File: src/rtl/tick_rate_ctrl_pkg.sv
// Shared types and helpers for the tick_rate_ctrl run-control block.
// Contents: FSM state enum, rate-code constants, period function P(r).
package tick_rate_ctrl_pkg;

   localparam int unsigned RATE_W = 2;

   typedef enum logic [1:0] {
      IDLE = 2'd0,
      RUN  = 2'd1,
      HOLD = 2'd2
   } state_t;

   localparam logic [RATE_W-1:0] RATE_0P25 = 2'd0;
   localparam logic [RATE_W-1:0] RATE_0P5  = 2'd1;
   localparam logic [RATE_W-1:0] RATE_1    = 2'd2;
   localparam logic [RATE_W-1:0] RATE_2    = 2'd3;

   // Period in clock cycles for rate code r: (4*clk_hz) >> r
   function automatic int unsigned period(input logic [RATE_W-1:0] r,
                                          input int unsigned clk_hz);
      return (4 * clk_hz) >> r;
   endfunction

endpackage

File: src/rtl/tick_period_counter.sv
// Loadable period counter shared by all rates.
// Ports: clk, rst_n (sync, active-low), clear (force 0), enable (count),
//        period (current period length), wrap_c (counter at period-1 and
//        enabled this cycle), half_c (next count lies in first half period).
module tick_period_counter #(
   parameter int unsigned CNT_W = 28
) (
   input  logic             clk,
   input  logic             rst_n,
   input  logic             clear,
   input  logic             enable,
   input  logic [CNT_W-1:0] period,
   output logic             wrap_c,
   output logic             half_c
);

   logic [CNT_W-1:0] cnt;
   logic [CNT_W-1:0] cnt_next;

   // Next count; clear dominates, wrap returns to 0
   always_comb begin
      wrap_c   = enable && !clear && (cnt == period - CNT_W'(1));
      cnt_next = cnt;
      if (clear || wrap_c) begin
         cnt_next = '0;
      end else if (enable) begin
         cnt_next = cnt + CNT_W'(1);
      end
   end

   // Evaluated on the next count so the registered phase lines up with cnt
   assign half_c = (cnt_next < (period >> 1));

   always_ff @(posedge clk) begin
      if (!rst_n) begin
         cnt <= '0;
      end else begin
         cnt <= cnt_next;
      end
   end

endmodule

File: src/rtl/tick_rate_ctrl.sv
// Run-control and rate scheduler for the game timebase: one shared period
// counter producing a one-cycle tick at 0.25/0.5/1/2 Hz.
// Ports: CLOCK_50, reset (sync, active-low), start, stop, pause (level),
//        rate_wr/rate_sel (load pending rate), level_up (pending +1, sat),
//        tick, phase, rate_cur, busy, beat_cnt (only with
//        TICK_RATE_CTRL_BEAT_CNT_EN defined).
module tick_rate_ctrl
   import tick_rate_ctrl_pkg::*;
#(
   parameter int unsigned CLK_HZ = 50_000_000,
   parameter int unsigned CNT_W  = 28
) (
   input  logic              CLOCK_50,
   input  logic              reset,
   input  logic              start,
   input  logic              stop,
   input  logic              pause,
   input  logic              rate_wr,
   input  logic [RATE_W-1:0] rate_sel,
   input  logic              level_up,
   output logic              tick,
   output logic              phase,
   output logic [RATE_W-1:0] rate_cur,
   output logic              busy
`ifdef TICK_RATE_CTRL_BEAT_CNT_EN
   ,
   output logic [7:0]        beat_cnt
`endif
);

   state_t            state;
   state_t            state_next;
   logic [RATE_W-1:0] pending;
   logic [RATE_W-1:0] pending_next;
   logic [CNT_W-1:0]  period_c;
   logic              start_edge_c;
   logic              clear_c;
   logic              enable_c;
   logic              wrap_c;
   logic              half_c;

   // State register
   always_ff @(posedge CLOCK_50) begin
      if (!reset) begin
         state <= IDLE;
      end else begin
         state <= state_next;
      end
   end

   // Next state: stop > pause > start
   always_comb begin
      state_next = state;
      case (state)
         IDLE:    if (start && !stop && !pause) state_next = RUN;
         RUN:     if (stop) state_next = IDLE;
                  else if (pause) state_next = HOLD;
         HOLD:    if (stop) state_next = IDLE;
                  else if (!pause) state_next = RUN;
         default: state_next = IDLE;
      endcase
   end

   // Pending rate: write beats level_up; level_up saturates at the top code
   always_comb begin
      pending_next = pending;
      if (rate_wr) begin
         pending_next = rate_sel;
      end else if (level_up && (pending != RATE_2)) begin
         pending_next = pending + RATE_W'(1);
      end
   end

   assign start_edge_c = (state == IDLE) && (state_next == RUN);
   assign clear_c      = (state_next == IDLE) || start_edge_c;
   // Counting freezes on every edge where pause is high, so H paused
   // cycles shift later ticks by exactly H
   assign enable_c     = (state != IDLE) && (state_next == RUN);
   assign period_c     = CNT_W'(period(rate_cur, CLK_HZ));

   tick_period_counter #(.CNT_W(CNT_W)) u_cnt (
      .clk    (CLOCK_50),
      .rst_n  (reset),
      .clear  (clear_c),
      .enable (enable_c),
      .period (period_c),
      .wrap_c (wrap_c),
      .half_c (half_c)
   );

   // Registered outputs; rate changes land only on start or period wrap
   always_ff @(posedge CLOCK_50) begin
      if (!reset) begin
         pending  <= RATE_0P25;
         rate_cur <= RATE_0P25;
         tick     <= 1'b0;
         phase    <= 1'b0;
         busy     <= 1'b0;
      end else begin
         pending <= pending_next;
         tick    <= wrap_c;
         phase   <= (state_next != IDLE) && half_c;
         busy    <= (state_next != IDLE);
         if (start_edge_c || wrap_c) begin
            rate_cur <= pending;
         end
      end
   end

`ifdef TICK_RATE_CTRL_BEAT_CNT_EN
   // Beat counter, cleared on start/stop, frozen in HOLD
   always_ff @(posedge CLOCK_50) begin
      if (!reset) begin
         beat_cnt <= 8'd0;
      end else if (clear_c) begin
         beat_cnt <= 8'd0;
      end else if (wrap_c) begin
         beat_cnt <= beat_cnt + 8'd1;
      end
   end
`endif

endmodule

File: config.mk
export PLATFORM = sky130hd
export DESIGN_NAME = tick_rate_ctrl
export DESIGN_NICKNAME = d
export VERILOG_FILES = /design/src/rtl/tick_rate_ctrl_pkg.sv /design/src/rtl/tick_period_counter.sv /design/src/rtl/tick_rate_ctrl.sv
export SDC_FILE = /design/constraint.sdc
export NUM_CORES = 1
export LEC_CHECK = 0
export ABC_AREA = 1
export CAP_MARGIN = 10
export CORE_ASPECT_RATIO = 2
export CORE_MARGIN = 10
export CORE_UTILIZATION = 40
export DETAILED_ROUTE_END_ITERATION = 8
export GPL_ROUTABILITY_DRIVEN = 0
export RECOVER_POWER = 100
export SYNTH_ARGS = -nofsm -noshare
export SYNTH_HDL_FRONTEND = slang
export SYNTH_SLANG_ARGS = --single-unit
File: constraint.sdc
create_clock -name CLOCK_50 -period 3.9 [get_ports CLOCK_50]
set_input_delay 1.17 -clock CLOCK_50 [delete_from_list [all_inputs] [get_ports CLOCK_50]]
set_output_delay 1.17 -clock CLOCK_50 [all_outputs]
set_load 0.01 [all_outputs]
==> flow_summary.yaml <==
run_status:
  outcome: "completed"
logic_synthesis:
  synth_top_family_by_area: "simple AND/OR/NAND/NOR gates"
  synth_fa_ha_area_share_pct: 9.29
  synth_mux_area_share_pct: 0.354
  syn_area_sq_um: 2830
  synth-seq-cells: 37
  synth-seq-area-share_pct: 26.2
  yosys_most_used_dff: "dfxtp_1"
  synth_compound_area_share_pct: 5.71
  syn_inst: 426
  yosysUniqueCellTypes: 38
  synth_edf_count: 0
  async_reset_ff_share_pct: 0
  synth_xor_area_share_pct: 6.81
  synth-simple-area-share_pct: 41.8
  synth_warnings: 0
  syn_nets: 456
  syn_avg_cell_area_sq_um: 6.64
pwr:
  powerDensity_nw_per_um2: 252
  p_leak_nw: 1.49
  irDropWorstVdd_v: 0.000193
  p_total_uw: 851
floorplanning:
  fp.coreArea_sq_um: 6940
  start_util_pct: 40.8
  die_y_um: 139
  rows: 43
  ios: 14
  dieArea_sq_um: 11000
  die_w_um: 79.5
cts:
  clkLatencyLatePin_ns: 0.28
  cts_num_sinks: 37
  cts_tree: "done"
  postCtsHoldBufs: 0
  h-tree-depth: 2
  cts_buffer_depth: 2
  root_buffer: "clkbuf_16"
  path_clk_slew_ns: 0.05
  numCtsBuffers: 5
global_route:
  grt_pass1_vias: 2831
  antenna_found_initial: 0
  grt_pass1_wl_mm: 13.7
  track_usage_pct: 15.8
  grt_max_degree: 18
  grt-ovfl-total: 0
drt:
  routed_wl_mm: 8.43
  detail_route.drc_violations: 0
  vias: 2798
  drt_iter0_drc: 148
  via_per_inst: 5.05
  drt-pass1-iter-count: 4
  antenna_left: 0
  routedWlPerCell_um: 15.2
finish:
  num_antenna_cells: 0
  layout.cells.non_filler: 554
  layout_commonest_cell: "nand2_1"
  fin_area_sq_um: 3380
  area_growth_syn_to_layout_pct: 19.6
  fillCellCount: 702
  layout_common_cells: "104 x nand2_1, 72 x nor2_1, 49 x inv_1"
  drive_gt1_share_pct: 15.5
  nets: 495
timing:
  worst_slew_pin_slew_ns: 0.596
  relSlewSlack_pct: 60.2
  max_freq_mhz: 270
  finalHoldViolations: 0
  fin_ws_ns: 0.193
  maxSlewViolCount: 0
  fin_crit_sh_pct: 95.1
  min_period_ns: 3.71
  skew_ns: 0.00520
  setup_viol: 0
placed_design:
  hpwl_mm: 6.87
  place_inst: 542
  io_buffers: 13
  pre_cts_ws_ns: -0.206
  placed_area_sq_um: 3180
worst_hold_path:
  hold_class: "flop to flop"
setup_path:
  crit_type: "input port to flop"
  cp.required_ns: 4.12
  crit_fanout: 3
  r2r_setup_slack_ns: 0.69
  cp-start-kind: "input port"
  arrival_ns: 3.93
  cp-end-kind: "flop"
flow_run:
  cap_violations: 0
[cells in the mapped netlist, types with 3 or more instances]
cell	count	area [sq um]
nand2_1	103	387
nor2_1	72	270
inv_1	48	180
dfxtp_1	37	741
ha_1	21	263
nand3_1	19	95.1
xor2_1	18	158
nor3_1	12	60.1
a21oi_1	11	55.1
nand4_1	11	68.8
nand2_2	7	43.8
o21ai_0	7	35.0
inv_2	5	18.8
nor2_2	5	31.3
nand2_4	4	45.0
nor2_4	4	45.0
xnor2_1	4	35.0
buf_2	3	15.0
buf_4	3	22.5
nand3_2	3	30.0
nor3_2	3	30.0
[critical path, stage by stage]
cell and delay, ns:
clkdlybuf4s50_1 0.46, nor2_4 0.15, nand2_4 0.07, nor2_4 0.19
nand2_4 0.08, nor2_4 0.11, nand3_2 0.11, nor3_4 0.25
xor2_2 0.20, nor2_1 0.07, ha_1 0.32, nand4_1 0.14
inv_1 0.07, a221oi_2 0.23, nand2_1 0.11, nand2_1 0.08
nand2_1 0.05, nor2_1 0.09
[stage by stage]
stage / utilization, % / TNS, ns / hold WS (ns)
finish: 48.8 / 0 / 0.483
global route: 48.8 / -0.00785 / 0.513
CTS: 47.6 / 0 / 0.486
detailed placement: 45.8 / -0.206 / 0.477
global placement: 45.8 / -0.157 / 0.465
floorplan: - / 0 / 0.447
[sequential cells by signal, summed over array words and instances, names as in the netlist]
name	flops
phase	1
pending	2
tick	1
rate_cur	2
u_cnt.cnt	28
state	2
busy	1
[power breakdown]
part	internal (mW)	total [mW]	switching (mW)	leakage [nW]
Clock	0.228	0.376	0.148	0.0655
Sequential	0.382	0.386	0.00405	0.299
Combinational	0.0367	0.0887	0.0521	1.13
Total	0.647	0.851	0.204	1.49
[layer usage]
metal  wire, um  global-route usage, %  vias to the layer above
met5          0                      0                        -
met4        604                   12.2                        0
met3        251                   2.27                       35
met2       4680                   29.3                       81
met1       2890                   14.6                     1260
li1           -                      -                     1422
[layout make-up]
type | instances | area [sq um] | area share, %
clock buffer | 5 | 125 | 3.70
inverter | 56 | 213 | 6.28
tap | 90 | 113 | 3.33
multi-input combinational | 323 | 1840 | 54.3
timing repair buffer | 42 | 350 | 10.4
clock inverter | 1 | 5.00 | 0.148
sequential | 37 | 741 | 21.9
[path summary, 6_finish.rpt]
check                    from          end  depth (start not counted)
hold reg to reg    pending[1]  rate_cur[1]                          2
hold / removal     pending[1]  rate_cur[1]                          2
setup reg to reg  rate_cur[1]        phase                         23
setup / recovery        pause        phase                         18
[cells by family (layout without fill, tap and decap cells)]
group,after synthesis,after routing
buffers and inverters,66,104
xor gates and xnor gates,22,22
and+or+nand+nor,251,251
AOI/OAI and AO/OA,28,28
DFF,37,37
muxes,1,1
adders and majority gates,21,21
[timing repair]
item / CTS / global route
setup endpoints to repair: 0 / 1
buffers inserted: 0 / 6
endpoints found under the hold margin: 0 / 0
resized for setup: 0 / 6
No activity file was read; power rests on OpenSTA's default activity.
